[config.mk]
export PLATFORM = sky130hd
export DESIGN_NAME = svf_bias_ctrl
export DESIGN_NICKNAME = d
export VERILOG_FILES = /design/src/rtl/svf_pkg.sv /design/src/rtl/svf_slew.sv /design/src/rtl/svf_bias_ctrl.sv
export SDC_FILE = /design/constraint.sdc
export NUM_CORES = 1
export LEC_CHECK = 0
export ABC_AREA = 1
export CAP_MARGIN = 20
export CORE_UTILIZATION = 25
export DETAILED_ROUTE_END_ITERATION = 6
export HOLD_SLACK_MARGIN = 0.05
export PLACE_DENSITY_LB_ADDON = 0.25
export RECOVER_POWER = 25
export SETUP_SLACK_MARGIN = 0.3
export SYNTH_ARGS = -nofsm -noshare
export SYNTH_HDL_FRONTEND = slang
export SYNTH_SLANG_ARGS = --single-unit
export TNS_END_PERCENT = 5
[constraint.sdc]
create_clock -name clk -period 5 [get_ports clk]
set_input_delay 1 -clock clk [delete_from_list [all_inputs] [get_ports clk]]
set_output_delay 1 -clock clk [all_outputs]
set_load 0.05 [all_outputs]
[src/rtl/svf_pkg.sv]
// rtl/svf_pkg.sv - shared mode/state types and default code widths for the SVF bias controller
package svf_pkg;

  localparam int FC_W_DEF = 8;
  localparam int Q_W_DEF  = 6;

  typedef enum logic [1:0] {
    MODE_LP  = 2'b00,
    MODE_BP  = 2'b01,
    MODE_HP  = 2'b10,
    MODE_BYP = 2'b11
  } mode_e;

  typedef enum logic [1:0] {
    S_IDLE   = 2'd0,
    S_MUTE   = 2'd1,
    S_SWITCH = 2'd2,
    S_SETTLE = 2'd3
  } state_e;

endpackage

[src/rtl/svf_slew.sv]
// rtl/svf_slew.sv - 1-LSB-per-step up/down tracker driving a bias DAC code toward its target
module svf_slew #(
  parameter int           W       = 8,
  parameter logic [W-1:0] RST_VAL = '0
) (
  input  logic         clk,
  input  logic         rst_n,
  input  logic         step,
  input  logic [W-1:0] tgt,
  output logic [W-1:0] code
);

  // Single-LSB moves only, so the code can never overshoot or wrap.
  always_ff @(posedge clk or negedge rst_n) begin
    if (!rst_n) begin
      code <= RST_VAL;
    end else if (step) begin
      if (code < tgt) begin
        code <= code + 1'b1;
      end else if (code > tgt) begin
        code <= code - 1'b1;
      end
    end
  end

endmodule

[src/rtl/svf_bias_ctrl.sv]
// rtl/svf_bias_ctrl.sv - SID filter registers to slew-limited fc/Q bias codes plus click-free mode switching
module svf_bias_ctrl
  import svf_pkg::*;
#(
  parameter int FC_W         = FC_W_DEF,
  parameter int Q_W          = Q_W_DEF,
  parameter int Q_MIN        = 4,
  parameter int SLEW_DIV     = 2,
  parameter int MUTE_TICKS   = 16,
  parameter int SETTLE_TICKS = 32
) (
  input  logic            clk,
  input  logic            rst_n,
  input  logic            tick,
  input  logic [10:0]     fc_reg,
  input  logic [3:0]      res_reg,
  input  logic [1:0]      mode_reg,
  output logic [FC_W-1:0] fc_code,
  output logic [Q_W-1:0]  q_code,
  output logic [1:0]      sel,
  output logic            mute,
  output logic            busy
);

  localparam int DIV_W   = (SLEW_DIV > 1) ? $clog2(SLEW_DIV) : 1;
  localparam int CNT_MAX = (MUTE_TICKS > SETTLE_TICKS) ? MUTE_TICKS : SETTLE_TICKS;
  localparam int CNT_W   = $clog2(CNT_MAX + 1);
  localparam logic [DIV_W-1:0] DIV_LAST = DIV_W'(SLEW_DIV - 1);

  logic [FC_W-1:0]  fc_tgt;
  logic [Q_W-1:0]   q_raw;
  logic [Q_W-1:0]   q_tgt;
  logic [DIV_W-1:0] div;
  logic             step;
  state_e           state;
  logic [CNT_W-1:0] cnt;
  logic             cnt_done;

  assign fc_tgt = fc_reg[10 -: FC_W];

  if (FC_W < 11) begin : g_fc_trunc
    logic unused_fc_lsbs;
    assign unused_fc_lsbs = ^fc_reg[10-FC_W:0];
  end

  // Inverted resonance repeated MSB-first: more resonance means less damping current.
  always_comb begin
    q_raw = '0;
    for (int i = 0; i < Q_W; i++) begin
      q_raw[Q_W-1-i] = ~res_reg[3 - (i % 4)];
    end
    q_tgt = (q_raw < Q_W'(Q_MIN)) ? Q_W'(Q_MIN) : q_raw;
  end

  always_ff @(posedge clk or negedge rst_n) begin
    if (!rst_n) begin
      div <= '0;
    end else if (tick) begin
      div <= (div == DIV_LAST) ? '0 : div + 1'b1;
    end
  end

  assign step = tick && (div == DIV_LAST);

  svf_slew #(.W(FC_W), .RST_VAL('0)) u_fc_slew (
    .clk   (clk),
    .rst_n (rst_n),
    .step  (step),
    .tgt   (fc_tgt),
    .code  (fc_code)
  );

  svf_slew #(.W(Q_W), .RST_VAL({Q_W{1'b1}})) u_q_slew (
    .clk   (clk),
    .rst_n (rst_n),
    .step  (step),
    .tgt   (q_tgt),
    .code  (q_code)
  );

  assign cnt_done = tick && (cnt == CNT_W'(1));

  // Power-on goes straight to SETTLE so the analog core stabilises before unmute.
  always_ff @(posedge clk or negedge rst_n) begin
    if (!rst_n) begin
      state <= S_SETTLE;
      cnt   <= CNT_W'(SETTLE_TICKS);
      sel   <= MODE_LP;
      mute  <= 1'b1;
    end else begin
      case (state)
        S_IDLE: begin
          if (mode_reg != sel) begin
            state <= S_MUTE;
            cnt   <= CNT_W'(MUTE_TICKS);
            mute  <= 1'b1;
          end
        end
        S_MUTE: begin
          if (cnt_done) begin
            state <= S_SWITCH;
          end else if (tick) begin
            cnt <= cnt - 1'b1;
          end
        end
        S_SWITCH: begin
          sel   <= mode_reg;
          state <= S_SETTLE;
          cnt   <= CNT_W'(SETTLE_TICKS);
        end
        S_SETTLE: begin
          if (cnt_done) begin
            if (mode_reg != sel) begin
              state <= S_SWITCH;
            end else begin
              state <= S_IDLE;
              mute  <= 1'b0;
            end
          end else if (tick) begin
            cnt <= cnt - 1'b1;
          end
        end
        default: state <= S_IDLE;
      endcase
    end
  end

  assign busy = (state != S_IDLE);

endmodule
# Word-level counts from Yosys, hierarchy flattened
# Index checks and enable logic that the tools add are counted.
# op_classes
addsub	6
magnitude_cmp	5
eq_ne	11
n_mux	19
n_bitwise	4
n_reduce_logical	13
# ops
cell	count
$mux W6	6
$pmux W6 S3	1
$mux W8	2
$sub A6 B1 Y6 const B	2
$ne A2 B2 Y1 const B	5
$add A8 B1 Y8 const B	1
$gt A8 B8 Y1	1
$lt A8 B8 Y1	1
$mux W2	4
$pmux W2 S4	1
$reduce_bool A2 Y1	4
$sub A8 B1 Y8 const B	1
$add A6 B1 Y6 const B	1
$eq A6 B1 Y1 const B	1
$gt A6 B6 Y1	1
$lt A6 B3 Y1 const B	1
$lt A6 B6 Y1	1
$reduce_and A3 Y1	2
$eq A2 B2 Y1 const B	2
$mux W1	4
$not A1 Y1	4
$reduce_and A2 Y1	2
$reduce_and A4 Y1	1
$eq A2 B1 Y1 const B	1
7 further kinds	8
# totals
register_bits	26
inputBits	20
output_inout_bits	18
word_cells	65

# Depth between registers and ports, before layout
# logic_depth
word_depth	6
ltp_mapped	20
mapped_depth_nobuf	20

# By module
# A second synthesis with hierarchy kept.
# hier_totals
hier_cells	285
area_unflattened_um2	2202.1
# modules_own_cells
module	instances	cells_per_inst	area_per_inst_um2	seq_area_each_um2
svf_slew (u_fc_slew)	1	108	809.5	200.2
svf_bias_ctrl	1	90	770.7	305.3
svf_slew (u_q_slew)	1	87	621.8	157.7

# Least setup slack after synthesis
# OpenSTA, ideal clock, no wires.
# synth_path
kind	in2reg
start	input port fc_reg[10]
end	register u_fc_slew.code[7]
setup_time_ps	118
t_arrival_ps	2776
required_time_ps	4882
slack_ps	2106
path_stages	14
path_buffers	0
cell_sequence	inv_1 > ha_1 > a21o_1 > nor2_2 > nand2_2 > ha_1 > o21ai_0 > nor2_1 > nor2_1 > inv_1 > nand2_1 > nand2_1 > nand2_1 > nand2_1
# synth_via
elab_chain_len	3
elab_cells_between_ends	5
cone_classes	order compare: 2; mux: 1; reduce/logical: 2
# synth_lines
item	line_no	rtl
start, declared	svf_bias_ctrl.sv:15	input logic [10:0] fc_reg,
$gt A8 B8 Y1 or $lt A8 B8 Y1 (tied branches)	svf_slew.sv:20, svf_slew.sv:18	
$reduce_bool A2 Y1 (no source line)	n/a	
$reduce_and A2 Y1 (no source line)	n/a	
end signal, assigned	svf_slew.sv:19	code <= code + 1'b1;
end signal, assigned	svf_slew.sv:21	code <= code - 1'b1;
end, declared	svf_slew.sv:10	output logic [W-1:0] code
# Parallel ways exist; a longest one is shown, timed or not.
# A chain may end at the register's enable or synchronous reset.

# Worst setup path in the final report
# layout_path
start	input port fc_reg[6]
end	register u_fc_slew.code[7]
# The elaborated chain is that of the path after synthesis.

==> impl_metrics.toml <==
[detailed_routing]
vias = 1656
wl_met2_mm = 1.85
drc = 0
wl_per_cell_microns = 10.5
met3_length_microns = 186
antenna_left = 0
topRoutingLayerUsed = "met4"
wl_mm = 4.03
drt-met1-wl_mm = 1.96
viasPerCell = 4.30
drt_iter0_markers = 34
first_pass_iters = 4

[clock_tree]
cts_buffers = 3
holdBufCountCts = 0
post_cts_buffers = 0
clockBufferDepth = 2
cts_tree = "done"
root_buffer = "clkbuf_8"
htreeDepth = 1
clock_latency_ns = 0.27
clk_pin_slew_ns = 0.10
cts_resized = 0
numClockSinks = 26

[sta]
timing.slew.headroom = 0.0493
finalMaxSlewViolations = 0
rsz0062_at_grt = "no"
post-route-min-period_ns = 3.43
skew_ns = 0.00306
worstMarginPinSlew_ns = 1.43
finalSetupViolations = 0
setup_tns_ns = 0
fin_ws_ns = 1.57
timing.final.crit_share = 0.686
fmax_mhz = 292
hold_viol_final = 0

[floorplanning]
core-area_sq_um = 7890
die-area_sq_um = 8720
die_h_microns = 93.4
num_rows = 32
ios = 38
die_w_microns = 93.4
initial_core_util = 0.265

[global_routing]
grt_pass1_wl_mm = 7.13
grt_start_max_net_pins = 27
gr-total-overflow = 0
first_global_vias = 1587
antenna_found_initial = 0
grtUsageTotal = 0.101

[place]
place_congestion = 0.804
port_buffers = 34
dp_hpwl_mm = 3.23
post-place-ws_ns = 1.29

[yosys]
postSynthAreaPerCell_sq_um = 8.38
synth_top_family_by_area = "simple AND/OR/NAND/NOR gates"
syn_inst = 249
synth_fa_ha_area_frac = 0.175
ys_seq_elements = 26
synth_area_sq_um = 2090
ys_types = 37
yosys.area_share.xor_xnor = 0.0629
yosysSeqAreaShare = 0.318
synthSimpleGateAreaFrac = 0.227
ys.flop_type = "dfrtp_1"
async_reset_ff_frac = 1.00
mappedNetlistNets = 297
synth_mux_area_frac = 0.0108
synth_edf_count = 0
yosys_warnings = 0
synth_compound_area_frac = 0.122

[worst_setup_path]
cp_max_fo = 9
worstSetupPathType = "in2reg"
crit_path_end_kind = "flop"
cp.required_ns = 5.17
reg2reg_slack_ns = 2.34
critPathLaunchType = "input port"
cp.arrival_ns = 3.60

[power_and_ir_drop]
total_power_mw = 1.88
leakagePower_nw = 1.25
powerDensity_nw_per_um2 = 728
peakVddDrop_v = 0.000271

[layout]
layout.nets = 332
drive_gt1_frac = 0.159
antennaDiodeCount = 0
multiInputGateArea_sq_um = 1250
nFillCells = 845
area_delta_synth_final_pct = 23.8
seq_area_sq_um = 663

[status]
status = "completed"

[hold_path]
hold_path_class = "reg2reg"

[run]
cap_viol_max_count = 0
## power breakdown
part / switching, mW / total, mW / internal (mW) / leakage (nW)
clock network: 0.0709 / 0.178 / 0.107 / 0.0357
logic: 0.754 / 1.25 / 0.497 / 0.913
registers: 0.118 / 0.453 / 0.335 / 0.298
total: 0.943 / 1.88 / 0.939 / 1.25
## cell type report
type                    instances  area share
repair buffers                 35       0.133
multi-input cells             183       0.482
clock inverters                 1      0.0116
clock buffers                   3      0.0160
well taps                     102      0.0494
inverters                      35      0.0508
flip-flops and latches         26       0.257
## placed cells by master, fill, tap and decap left out, types with 4 or more instances in the layout
master           Yosys  final
o21ai_1              8      8
o21ai_0              4      4
nand2_2              9      9
nand3_1              9      9
nor2_1              14     14
a21oi_1             11     11
dfstp_2             10     10
dfrtp_1             16     16
o21ai_2              5      5
ha_1                26     26
nand2_1             52     52
inv_1               33     33
xnor2_1              9      9
nand4_1              4      4
clkdlybuf4s50_1      0     33
xor2_1               6      6
## logic make-up after synthesis
kind of cell,Yosys count
xor+xnor,15
mux,2
compound gates,39
fa+ha+maj,28
simple gates,99
buf+inv,40
flops,26
## per-layer routing
metal,up-vias,global-route usage
met3,2,0.0106
met2,30,0.170
met4,0,0.0308
met5,-,0
li1,880,-
met1,744,0.135
## worst paths after layout
check	start	cells past startpoint	end
max	fc_reg[6]	16	u_fc_slew.code[7]
min	u_q_slew.code[5]	2	u_q_slew.code[5]
max reg2reg	u_fc_slew.code[3]	14	u_fc_slew.code[7]
min reg2reg	u_q_slew.code[5]	2	u_q_slew.code[5]
max in group asynchronous	rst_n	2	cnt[4]
min in group asynchronous	rst_n	2	u_fc_slew.code[4]
## synthesized netlist by cell type (all sizes together) (2+ instances only)
master | number | area share
nand4 | 5 | 0.018
ha | 26 | 0.16
a21o | 2 | 0.0072
mux2 | 2 | 0.011
nand2 | 62 | 0.13
fa | 2 | 0.019
xnor2 | 9 | 0.038
a21oi | 14 | 0.043
o21ai | 17 | 0.050
dfrtp | 16 | 0.19
nand3 | 11 | 0.031
clkbuf | 2 | 0.0036
dfstp | 10 | 0.13
inv | 35 | 0.063
xor2 | 6 | 0.025
a31oi | 2 | 0.0060
buf | 3 | 0.019
o21bai | 2 | 0.0090
nor2 | 19 | 0.045
## worst max-delay path, cell delays in order
cell and delay, ns:
clkdlybuf4s50_1 0.45, inv_1 0.04, ha_1 0.29, a21oi_1 0.26, nand2_1 0.10, nand2_2 0.07, nand2_2 0.15, ha_1 0.37
o21ai_0 0.35, nor2_1 0.07, nor2_1 0.16, inv_1 0.06, nand2_1 0.07, nand2_1 0.05, nand2_1 0.05, nand2_1 0.04
## per-stage QoR
| step | std cells | utilization | hold WS, ns | cell area [sq um] |
|---|---|---|---|---|
| final | 385 | 0.328 | 0.487 | 2580 |
| after global routing | 385 | 0.328 | 0.524 | 2580 |
| after CTS | 385 | 0.328 | 0.496 | 2590 |
| after detailed placement | 381 | 0.319 | 0.479 | 2520 |
| after global placement | 381 | 0.319 | 0.478 | 2520 |
| after floorplan | 249 | - | 0.474 | 2090 |
## sequential cells by signal, indices dropped and copies added, names as in the netlist
signal	count
u_q_slew.code	6
state	2
cnt	6
div	1
mute	1
sel	2
u_fc_slew.code	8
(Power assumes the default switching activity.)
